<file path="src/rtl/omp_pkg.sv">
// omp_pkg: shared widths and FSM encoding for the OMP core, support buffer and block C
package omp_pkg;
    localparam int IDX_W = 6;
    localparam int MAX_K = 16;
    localparam int CNT_W = 5;
    localparam int N_MAX = 64;
    localparam int PTR_W = $clog2(MAX_K);
    typedef enum logic [1:0] {IDLE, COLLECT, DRAIN, DONE} omp_state_t;
endpackage

</file>
<file path="src/rtl/omp_lambda_list.sv">
// omp_lambda_list: MAX_K x IDX_W register array, sync write, async read, sync clear
module omp_lambda_list
    import omp_pkg::*;
(
    input  logic             clk,
    input  logic             clr,
    input  logic             we,
    input  logic [PTR_W-1:0] waddr,
    input  logic [IDX_W-1:0] wdata,
    input  logic [PTR_W-1:0] raddr,
    output logic [IDX_W-1:0] rdata
);
    logic [IDX_W-1:0] mem [MAX_K];
    always_ff @(posedge clk) begin
        if (clr) begin
            for (int i = 0; i < MAX_K; i++) mem[i] <= '0;
        end else if (we) begin
            mem[waddr] <= wdata;
        end
    end
    assign rdata = mem[raddr];
endmodule

</file>
<file path="src/rtl/omp_support_buffer.sv">
// omp_support_buffer: collects core lambdas into an ordered list and bitmap, then drains them in order
module omp_support_buffer
    import omp_pkg::*;
(
    input  logic             clk,
    input  logic             rst_n,
    input  logic             start_omp,
    input  logic             lambda_we,
    input  logic [IDX_W-1:0] lambda_in,
    input  logic             done_omp,
    output logic             rd_valid,
    input  logic             rd_ready,
    output logic [IDX_W-1:0] rd_idx,
    output logic [CNT_W-1:0] rd_pos,
    output logic             rd_last,
    output logic             list_done,
    output logic [N_MAX-1:0] support_map,
    output logic [CNT_W-1:0] support_cnt,
    output logic             dup_err,
    output logic             ovf_err,
    output logic             busy
);
    omp_state_t state, state_nxt;
    logic [CNT_W-1:0] rd_ptr, cnt_acc;
    logic [IDX_W-1:0] rd_data;
    logic collect, full, seen, accept, xfer, last, done_nxt;
    assign collect  = state == COLLECT;
    assign full     = support_cnt == CNT_W'(MAX_K);
    assign seen     = support_map[lambda_in];
    assign accept   = collect & lambda_we & !full & !seen;
    assign cnt_acc  = support_cnt + CNT_W'(accept);
    assign rd_valid = state == DRAIN;
    assign last     = rd_ptr == support_cnt - 1'b1;
    assign rd_last  = rd_valid & last;
    assign rd_idx   = rd_valid ? rd_data : '0;
    assign rd_pos   = rd_valid ? rd_ptr : '0;
    assign xfer     = rd_valid & rd_ready;
    assign busy     = collect | rd_valid;
    // the DRAIN/DONE choice looks at the count including a lambda accepted in the same cycle
    always_comb begin
        state_nxt = state;
        done_nxt  = 1'b0;
        if (start_omp) begin
            state_nxt = COLLECT;
        end else if (collect && done_omp) begin
            state_nxt = cnt_acc != '0 ? DRAIN : DONE;
            done_nxt  = cnt_acc == '0;
        end else if (xfer && last) begin
            state_nxt = DONE;
            done_nxt  = 1'b1;
        end
    end
    always_ff @(posedge clk) begin
        if (!rst_n) begin
            state       <= IDLE;
            list_done   <= 1'b0;
            support_map <= '0;
            support_cnt <= '0;
            dup_err     <= 1'b0;
            ovf_err     <= 1'b0;
            rd_ptr      <= '0;
        end else begin
            state     <= state_nxt;
            list_done <= done_nxt;
            if (start_omp) begin
                support_map <= '0;
                support_cnt <= '0;
                dup_err     <= 1'b0;
                ovf_err     <= 1'b0;
                rd_ptr      <= '0;
            end else begin
                if (accept) begin
                    support_map[lambda_in] <= 1'b1;
                    support_cnt            <= cnt_acc;
                end
                if (collect && lambda_we && full) ovf_err <= 1'b1;
                if (collect && lambda_we && !full && seen) dup_err <= 1'b1;
                if (xfer) rd_ptr <= rd_ptr + 1'b1;
            end
        end
    end
    omp_lambda_list u_list (
        .clk   (clk),
        .clr   (!rst_n || start_omp),
        .we    (accept),
        .waddr (support_cnt[PTR_W-1:0]),
        .wdata (lambda_in),
        .raddr (rd_ptr[PTR_W-1:0]),
        .rdata (rd_data)
    );
endmodule

</file>
<file path="config.mk">
export PLATFORM = sky130hd
export DESIGN_NAME = omp_support_buffer
export DESIGN_NICKNAME = d
export VERILOG_FILES = /design/src/rtl/omp_pkg.sv /design/src/rtl/omp_lambda_list.sv /design/src/rtl/omp_support_buffer.sv
export SDC_FILE = /design/constraint.sdc
export NUM_CORES = 1
export LEC_CHECK = 0
export CORE_MARGIN = 3
export CORE_UTILIZATION = 60
export DETAILED_ROUTE_END_ITERATION = 10
export PLACE_DENSITY = 0.85
export SLEW_MARGIN = 20
export SYNTH_ARGS = -nofsm -noshare
export SYNTH_HDL_FRONTEND = slang
export SYNTH_SLANG_ARGS = --single-unit
</file>
<file path="constraint.sdc">
create_clock -name clk -period 4.9 [get_ports clk]
set_input_delay 0.49 -clock clk [delete_from_list [all_inputs] [get_ports clk]]
set_output_delay 0.49 -clock clk [all_outputs]
set_load 0.1 [all_outputs]
</file>
==> impl_metrics.toml, run 1 <==
[pwr]
p_comb_share_pct = 6.2
power_mw = 3.061
leakagePower_nw = 3.399
pwr-share-clk_pct = 40.8
p_per_area_mw_per_mm2 = 306.5
p_switching_mw = 0.7027
max-vdd-ir-drop_mv = 0.2562
internal_power_mw = 2.358
p_sw_share_pct = 22.96
seqPwrFrac_pct = 53.1

[timing]
rsz0062_at_grt = "no"
setup_viol = 0
hold-worst-slack_ns = 0.4771
finalCritPeriodShare_pct = 79.12
slew_headroom_pct = 30.17
fin_crit_ns = 3.877
tns_ns = 0
skew_ns = 0.008136
fmax_mhz = 257.9
worst_pin_slew_ns = 1.041
report.final.slew_viol_count = 0
hold_viol = 0

[drt]
wl_per_cell_um = 22.85
dr.first_iter.drc_count = 1061
routed_wl_um = 23680
antenna_left = 0
route.detailed.drc = 0
dr.pass1.iters = 6
dr_total_vias = 6762
routed_via_density = 6.527

[run_status]
outcome = "completed"

[grt]
grt_max_degree = 64
antenna_found_initial = 0
overflow = 0
grt_usage_pct = 30.43
grt_pass1_vias = 6634
grt_pass1_wl_um = 37240

[critical_path]
cp_num_cells = 14
r2r_setup_slack_ns = 1.26
endpoint = "support_cnt[4]"
critical_path_buf_inv_count = 3
crit_top_cell = "ha_1"
timing.rr.end = "support_cnt[4]"
cpMaxStageDelayCell = "clkdlybuf4s50_1"
cp-start-kind = "primary input"
crit_required_ns = 5.18
slowest_delay_ns = 0.52
worstPathCellList = "clkdlybuf4s50_1, buf_4, mux2_2, a221oi_1, a21boi_0, o311a_1, nand3_1, inv_1, ha_1, ha_1, o211ai_1, a2111oi_0, a21o_1, a21oi_1"
crit_family = "compound AO/OA/AOI/OAI gates"
cp-startpoint = "lambda_in[2]"
path_class = "in -> reg"
arrival_ns = 4.16
timing.rr.start = "support_cnt[0]"
critPathMaxFanout = 26
endpoint_kind = "register"
r2r_cells = 13

[cells_and_area]
fin_area_mm2 = 0.009986
syn_to_final_growth_pct = 17.45
final_layout_size_suffix_gt1_share_pct = 13.60
nets = 870
fin_util_pct = 73.65
n_antenna_cell = 0

[clock_tree]
clock_latency_ns = 0.43
cts_hold_buf = 0
path_clk_slew_ns = 0.06
cts_made_buffers = 17
htreeDepth = 4
cts.sinks = 179
cts_setup_buffers = 0
cts_tree = "yes"
cts-resized-gates = 0
clk_path_buf_depth = 2
root_buffer = "clkbuf_16"

[logic_synthesis]
avgSynthCellArea_um2 = 10.94
async_flop_share_pct = 0
ys_warn_count = 0
synth_nets = 799
synth_edf_count = 96
synth.cell_area_mm2 = 0.008502
ys_types = 61
postSynthCellCount = 777
synth-seq-cells = 179
seq_area_frac_synth_pct = 53.45
synth_flop_cell = "edfxtp_1"

[floorplanning]
coreArea_mm2 = 0.01356
initial_core_util_pct = 62.71
dieArea_mm2 = 0.01563
die_w_um = 125.0
die_y_um = 125.0
row_count = 42
ios = 98

[place]
placed_area_mm2 = 0.009460
dp_hpwl_um = 15930
gp_congestion = 0.8600
portBuffers = 97

[flow_run]
max_cap_viol_count = 0

[hold_path]
hp-class = "reg -> reg"
-- area by class of cell --
| type | instances | area (um^2) |
|---|---|---|
| clock buffers | 20 | 436.7 |
| clock inverters | 11 | 88.84 |
| fillers | 901 | 3572 |
| inverters | 14 | 52.55 |
| multi-input cells | 524 | 3562 |
| flip-flops and latches | 179 | 4544 |
| well taps | 176 | 220.2 |
| repair buffers | 112 | 1081 |
-- through the flow --
step	setup slack, ns	instances
4_1_cts	1.083	1036
2_1_floorplan	1.240	777
3_5_place_dp	0.7150	1005
3_3_place_gp	0.8364	1005
6_report	1.023	1036
5_1_grt	0.7347	1036
-- cell usage in the layout, fill, tap and decap left out, types with 4 or more instances in the layout --
| master | count |
|---|---|
| and3_1 | 9 |
| or3b_2 | 6 |
| dfxtp_1 | 83 |
| mux2i_1 | 11 |
| a31o_2 | 6 |
| nand4_1 | 7 |
| nor2_1 | 106 |
| nor2b_1 | 4 |
| a21oi_1 | 18 |
| nor3b_1 | 4 |
| ha_1 | 10 |
| edfxtp_1 | 96 |
| nand3b_1 | 18 |
| o21ai_1 | 8 |
| nand4_4 | 5 |
| inv_1 | 12 |
| a22o_1 | 16 |
| nor2_2 | 10 |
| xor2_1 | 8 |
| and2_1 | 14 |
| nand3_1 | 21 |
| clkbuf_16 | 17 |
| o21ai_0 | 55 |
| clkdlybuf4s50_1 | 91 |
| buf_4 | 20 |
| mux4_2 | 31 |
| nand2_1 | 100 |
| clkinv_1 | 4 |
| nor3_1 | 9 |
-- power groups by stage --
stage | Combinational, mW | Clock, mW | Sequential [mW]
5_1_grt | 0.199 | 1.30 | 1.63
3_5_place_dp | 0.182 | 0 | 1.66
3_3_place_gp | 0.177 | 0 | 1.65
2_1_floorplan | 0.123 | 0 | 1.66
4_1_cts | 0.185 | 1.24 | 1.62
6_report | 0.189 | 1.25 | 1.62
-- how the worst min path moves through the flow --
stage | start | end | slack (ns) | cells past startpoint
3_3_place_gp | ovf_err | ovf_err | 0.46 | 1
5_1_grt | support_map[61] | support_map[61] | 0.51 | 2
4_1_cts | ovf_err | ovf_err | 0.48 | 1
3_5_place_dp | ovf_err | ovf_err | 0.46 | 1
2_1_floorplan | state[1] | state[1] | 0.47 | 1
6_report | ovf_err | ovf_err | 0.48 | 1
-- kinds of logic (layout without fill, tap and decap cells) --
kind of cell / Yosys count / after routing / synth area share (%)
AOI/OAI and AO/OA: 130 / 130 / 9.919
xor gates and xnor gates: 11 / 11 / 1.133
adders and majority gates: 10 / 10 / 1.472
buffers and inverters: 74 / 157 / 4.798
DFF: 179 / 179 / 53.45
muxes: 44 / 44 / 9.772
and+or+nand+nor: 329 / 329 / 19.46
-- sequential cells by signal (all words and copies together), names as in the netlist, named ones only --
register and cells:
dup_err 1, list_done 1, ovf_err 1, rd_ptr 5, state 2, support_cnt 5, support_map 64, u_list.mem 96
-- layer usage --
metal	wire, um	GRT usage [%]	vias to the layer above
li1	-	-	2940
met1	8840	40.44	3230
met2	11310	49.00	505
met3	2625	7.463	87
met4	897	11.35	0
met5	0	0	-
-- Yosys cell counts (3+ instances only) --
cell type / count / area (um^2)
a31o_2: 6 / 52.55
buf_2: 14 / 70.07
a21oi_1: 18 / 90.09
and3_1: 9 / 56.30
or3b_2: 6 / 52.55
mux2i_1: 11 / 110.1
nor3b_1: 4 / 30.03
nand2_1: 100 / 375.4
ha_1: 10 / 125.1
nor2_1: 106 / 397.9
xor2_1: 8 / 70.07
mux4_2: 31 / 698.2
nand4_4: 5 / 106.4
and2_1: 14 / 87.58
or3_1: 3 / 18.77
o21ai_0: 55 / 275.3
nor2b_1: 5 / 31.28
nand3b_1: 18 / 135.1
xnor2_1: 3 / 26.28
nand3_1: 21 / 105.1
nor3_1: 10 / 50.05
inv_1: 12 / 45.04
clkbuf_1: 23 / 86.33
o21ai_1: 8 / 40.04
buf_1: 6 / 22.52
dfxtp_1: 83 / 1662
a221oi_1: 3 / 26.28
a22o_1: 16 / 140.1
buf_4: 5 / 37.54
buf_6: 11 / 123.9
nand4_1: 7 / 43.79
nor2_2: 10 / 62.56
edfxtp_1: 96 / 2883
No activity file was read; power rests on OpenSTA's default activity.
==> run 2, diff against run 1 <==
--- a/config.mk
+++ b/config.mk
@@ -6,9 +6,9 @@
 export NUM_CORES = 1
 export LEC_CHECK = 0
 export CORE_MARGIN = 3
-export CORE_UTILIZATION = 60
+export CORE_UTILIZATION = 56
 export DETAILED_ROUTE_END_ITERATION = 10
-export PLACE_DENSITY = 0.85
+export PLACE_DENSITY = 0.8
 export SLEW_MARGIN = 20
 export SYNTH_ARGS = -nofsm -noshare
 export SYNTH_HDL_FRONTEND = slang
==> constraint.sdc (replaced) <==
create_clock -name clk -period 3.6 [get_ports clk]
set_input_delay 0.36 -clock clk [delete_from_list [all_inputs] [get_ports clk]]
set_output_delay 0.36 -clock clk [all_outputs]
set_load 0.1 [all_outputs]
==> impl_metrics.toml, run 2 (synthesized netlist as in run 1, its figures left out) <==
[run_status]
outcome = "completed"

[grt]
grt.met3_usage_pct = 4.617
use_met1_pct = 39.25
grt_max_degree = 83
grt_pass1_wl_um = 36410
grt_usage_pct = 28.80
antenna_found_initial = 0
top_usage_layer = "met2"
overflow = 0
met2_usage_pct = 45.76
grt_pass1_vias = 6491

[floorplanning]
coreArea_mm2 = 0.01470
row_count = 44
ios = 98
die_w_um = 129.2
initial_core_util_pct = 57.84
die_y_um = 129.2
dieArea_mm2 = 0.01670

[clock_tree]
root_buffer = "clkbuf_16"
cts_tree = "yes"
htreeDepth = 4
cts_setup_buffers = 0
path_clk_slew_ns = 0.06
cts.sinks = 179
cts_made_buffers = 17
cts-resized-gates = 0
cts_hold_buf = 0
clk_path_buf_depth = 2
clock_latency_ns = 0.44

[drt]
antenna_left = 0
route.detailed.drc = 0
dr_total_vias = 6587
routed_via_density = 6.179
dr.first_iter.drc_count = 654
dr.pass1.iters = 5
wl_per_cell_um = 22.03
routed_wl_um = 23490

[timing]
slew_headroom_pct = 31.42
skew_ns = 0.01081
rsz0062_at_grt = "no"
worst_pin_slew_ns = 1.025
hold_viol = 0
tns_ns = 0
report.final.slew_viol_count = 0
setup_viol = 0
finalCritPeriodShare_pct = 93.07
fin_crit_ns = 3.350
fmax_mhz = 298.5

[pwr]
pwr-share-clk_pct = 43.1
seqPwrFrac_pct = 50.5
p_sw_share_pct = 22.56
internal_power_mw = 3.383
p_per_area_mw_per_mm2 = 422.2
max-vdd-ir-drop_mv = 0.3114
p_comb_share_pct = 6.3
p_switching_mw = 0.9859
leakagePower_nw = 3.592

[critical_path]
arrival_ns = 2.99
cp-start-kind = "register"
crit_required_ns = 3.24
endpoint_kind = "primary output"
critical_path_buf_inv_count = 2
worstPathCellList = "inv_1, ha_1, xnor2_1, mux2i_1, nor2_1, a2111oi_0, and2_1, buf_12"
slowest_delay_ns = 0.60
path_class = "reg -> out"
critPathMaxFanout = 7
crit_family = "compound AO/OA/AOI/OAI gates"
cpMaxStageDelayCell = "a2111oi_0"

[cells_and_area]
nets = 892
syn_to_final_growth_pct = 21.72
mostFrequentLayoutCells = "106 x nor2_1, 100 x nand2_1, 96 x edfxtp_1, 84 x clkdlybuf4s50_1, 83 x dfxtp_1"
n_antenna_cell = 0
reg.largest.list = "u_list.mem x96, support_map x64"
regMostFlops = "u_list.mem"
largest_reg_flops = 96
fin_area_mm2 = 0.01035
final_common_cell = "nor2_1"
final_layout_size_suffix_gt1_share_pct = 16.78

[place]
portBuffers = 97
gp_congestion = 0.8891
dp_hpwl_um = 16530
placed_area_mm2 = 0.009756

[hold_path]
hp-class = "reg -> reg"

[flow_run]
max_cap_viol_count = 0
-- run 2: final timing paths --
kind | start | end | slack, ns | cells after the start
min | ovf_err | ovf_err | 0.47 | 1
min reg2reg | ovf_err | ovf_err | 0.47 | 1
max | support_cnt[0] | rd_last | 0.25 | 8
max reg2reg | support_cnt[0] | support_cnt[4] | 0.46 | 14
-- run 2: per-layer routing --
layer | part of all wire (%) | wire (um)
met5 | 0 | 0
met1 | 41 | 9624
met4 | 3.5 | 829
met3 | 7.0 | 1652
met2 | 48 | 11380
-- run 2: cell type report --
| type | instances | area, um^2 |
|---|---|---|
| Inverter | 14 | 52.55 |
| Sequential cell | 179 | 4544 |
| Tap cell | 184 | 230.2 |
| Fill cell | 1008 | 4350 |
| Clock buffer | 19 | 432.9 |
| Clock inverter | 12 | 156.4 |
| Multi-Input combinational cell | 524 | 3566 |
| Timing Repair Buffer | 134 | 1366 |
-- run 2: power groups by stage --
stage	Sequential, mW	Clock (mW)	Combinational, mW
4_1_cts	2.21	1.89	0.274
3_3_place_gp	2.25	0	0.268
6_report	2.21	1.88	0.276
3_5_place_dp	2.25	0	0.273
2_1_floorplan	2.25	0	0.168
5_1_grt	2.21	1.97	0.291
-- run 2: stage by stage --
| step | hold slack, ns | total power, mW | setup slack, ns | std cells | utilization (%) |
|---|---|---|---|---|---|
| 6_report | 0.4740 | 4.369 | 0.2496 | 1066 | 70.40 |
| 5_1_grt | 0.5113 | 4.467 | 0.008193 | 1066 | 70.40 |
| 4_1_cts | 0.4785 | 4.370 | 0.2332 | 1066 | 70.38 |
| 3_5_place_dp | 0.4582 | 2.525 | -0.05433 | 1035 | 66.37 |
| 3_3_place_gp | 0.4560 | 2.514 | 0.06962 | 1035 | 66.37 |
| 2_1_floorplan | 0.4662 | 2.422 | 0.05310 | 777 | - |
==> run 3, diff against run 2 <==
--- a/config.mk
+++ b/config.mk
@@ -5,10 +5,13 @@
 export SDC_FILE = /design/constraint.sdc
 export NUM_CORES = 1
 export LEC_CHECK = 0
+export ABC_AREA = 1
 export CORE_MARGIN = 3
-export CORE_UTILIZATION = 56
+export CORE_UTILIZATION = 60
 export DETAILED_ROUTE_END_ITERATION = 10
-export PLACE_DENSITY = 0.8
+export DONT_BUFFER_PORTS = 1
+export PLACE_DENSITY = 0.76
+export RECOVER_POWER = 100
 export SLEW_MARGIN = 20
 export SYNTH_ARGS = -nofsm -noshare
 export SYNTH_HDL_FRONTEND = slang
==> impl_metrics.toml, run 3 <==
[cells_and_area]
regMostFlops = "u_list.mem"
mostFrequentLayoutCells = "368 x nand2_1, 258 x nor2_1, 96 x edfxtp_1, 83 x dfxtp_1, 67 x inv_1"
multi_input_area_mm2 = 0.003555
reg.largest.list = "u_list.mem x96, support_map x64"
syn_to_final_growth_pct = 10.14
final_layout_size_suffix_gt1_share_pct = 6.012
seqCellArea_mm2 = 0.004544
fill_cells = 1225
fin_util_pct = 68.34
instances_no_fill = 1361
nets = 1190
fin_area_mm2 = 0.009597
final_common_cell = "nand2_1"
n_antenna_cell = 0
largest_reg_flops = 96

[place]
portBuffers = 0
placed_area_mm2 = 0.009369
place_inst = 1329
dp_hpwl_um = 15070
gp_congestion = 0.8660

[critical_path]
slowest_delay_ns = 1.07
crit_required_ns = 3.24
cp-start-kind = "register"
endpoint_kind = "primary output"
cp-startpoint = "support_cnt[3]"
worstPathCellList = "clkbuf_1, xnor2_1, xor2_1, nor2_1, nand2_1, nor2_2, buf_4"
critPathMaxFanout = 6
path_class = "reg -> out"
arrival_ns = 2.80
cpMaxStageDelayCell = "clkbuf_1"
timing.rr.start = "support_cnt[3]"

[timing]
worst_pin_slew_ns = 1.472
tns_ns = 0
finalCritPeriodShare_pct = 87.70
hold-worst-slack_ns = 0.06483
fin_crit_ns = 3.157
rsz0062_at_grt = "no"
setup_viol = 0
skew_ns = 0.009185
fmax_mhz = 316.7
slew_headroom_pct = 1.876
hold_viol = 0
report.final.slew_viol_count = 0

[grt]
grt_pass1_wl_um = 36340
grt_max_degree = 65
overflow = 0
grt_pass1_vias = 7238
antenna_found_initial = 0
grt_usage_pct = 28.56

[floorplanning]
die_y_um = 126.5
die_w_um = 126.5
coreArea_mm2 = 0.01404
ios = 98
initial_core_util_pct = 62.05
dieArea_mm2 = 0.01600
row_count = 43

[pwr]
p_per_area_mw_per_mm2 = 454.7
pwr-share-clk_pct = 43.2
p_sw_share_pct = 22.54
seqPwrFrac_pct = 50.8
p_switching_mw = 0.9835
internal_power_mw = 3.380
p_comb_share_pct = 6.1
leakagePower_nw = 4.279
max-vdd-ir-drop_mv = 0.3349

[logic_synthesis]
yosysMostFrequentCell = "nand2_1"
synth_nets = 1139
postSynthCellCount = 1117
ys_warn_count = 0
synth.cell_area_mm2 = 0.008713
ys_types = 31
synth_edf_count = 96
synth-seq-cells = 179
avgSynthCellArea_um2 = 7.801
yosys.area.top_type = "edfxtp_1"
yosysTopAreaCellShare_pct = 33.08
seq_area_frac_synth_pct = 52.15
async_flop_share_pct = 0
ys_top_cells_by_area = "edfxtp_1 33%, dfxtp_1 19%, nand2_1 16%"
synth_flop_cell = "edfxtp_1"
netlist_top_cells_count = "368 x nand2_1, 258 x nor2_1, 96 x edfxtp_1"

[flow_run]
max_cap_viol_count = 0

[clock_tree]
clock_latency_ns = 0.43
clk_path_buf_depth = 2
cts_tree = "yes"
cts-resized-gates = 0
cts_made_buffers = 17
cts_setup_buffers = 0
cts.sinks = 179
root_buffer = "clkbuf_16"
cts_hold_buf = 0
path_clk_slew_ns = 0.06
htreeDepth = 4

[drt]
dr.first_iter.drc_count = 812
route.detailed.drc = 0
dr.pass1.iters = 5
routed_via_density = 5.544
routed_wl_um = 22560
wl_per_cell_um = 16.57
antenna_left = 0
dr_total_vias = 7546

[hold_path]
hold_start = "rst_n"
hp-class = "in -> reg"

[run_status]
outcome = "completed"
==> run 3: cell types whose count changed in the layout (fill, tap and decap cells not counted), sizes merged, moves of 32 or more <==
cell,delta
buf,-32
clkbuf,+74
clkdlybuf4s50,-84
inv,+55
nand2,+268
nor2,+146
==> run 3: critical path, delay by kind of cell, from the launching register on <==
kind          cells  cell delay, ns
buf+inv           2            1.36
simple gates      3            0.31
flops             1            0.32
xor+xnor          2            0.37
==> run 3: kinds of logic after synthesis <==
kind of cell / count (synthesis) / share of synthesized area (%)
AO/OA/AOI/OAI: 107 / 7.309
buffers and inverters: 124 / 6.017
XOR/XNOR: 10 / 1.005
AND/OR/NAND/NOR: 687 / 32.08
flip-flops: 179 / 52.15
adder cells (fa/ha/maj): 10 / 1.436
==> run 3: final cells by class <==
type	count	share of cell area [%]
flip-flops and latches	179	47.35
multi-input cells	814	37.04
clock buffers	22	5.280
repair buffers	89	4.289
inverters	67	2.647
well taps	180	2.347
clock inverters	10	1.043
==> run 3: power by group through the flow <==
stage | Combinational [mW] | Clock [mW] | Sequential, mW
after floorplan | 0.197 | 0 | 2.27
after global placement | 0.270 | 0 | 2.26
after detailed placement | 0.273 | 0 | 2.26
after CTS | 0.275 | 1.90 | 2.21
after global routing | 0.288 | 1.99 | 2.22
final | 0.265 | 1.88 | 2.21
==> run 3: final timing paths <==
kind / depth (start not counted) / end / slack (ns)
max: 7 / rd_last / 0.44
min: 2 / state[0] / 0.06
max reg2reg: 5 / u_list.mem[12][3] / 0.72
min reg2reg: 2 / state[0] / 0.49
==> run 3: stage by stage <==
step	worst slack, ns	power, mW
after global placement	0.8946	2.527
after CTS	0.7922	4.385
after global routing	0.3236	4.500
after detailed placement	0.8348	2.531
after floorplan	0.1609	2.469
final	0.4426	4.364
==> run 3: layer usage <==
layer / wire length, um / GRT usage (%) / part of all wire (%)
met1: 8765 / 35.68 / 39
met2: 11010 / 47.45 / 49
met3: 2109 / 7.326 / 9.4
met4: 674 / 11.74 / 3.0
met5: 0 / 0 / 0
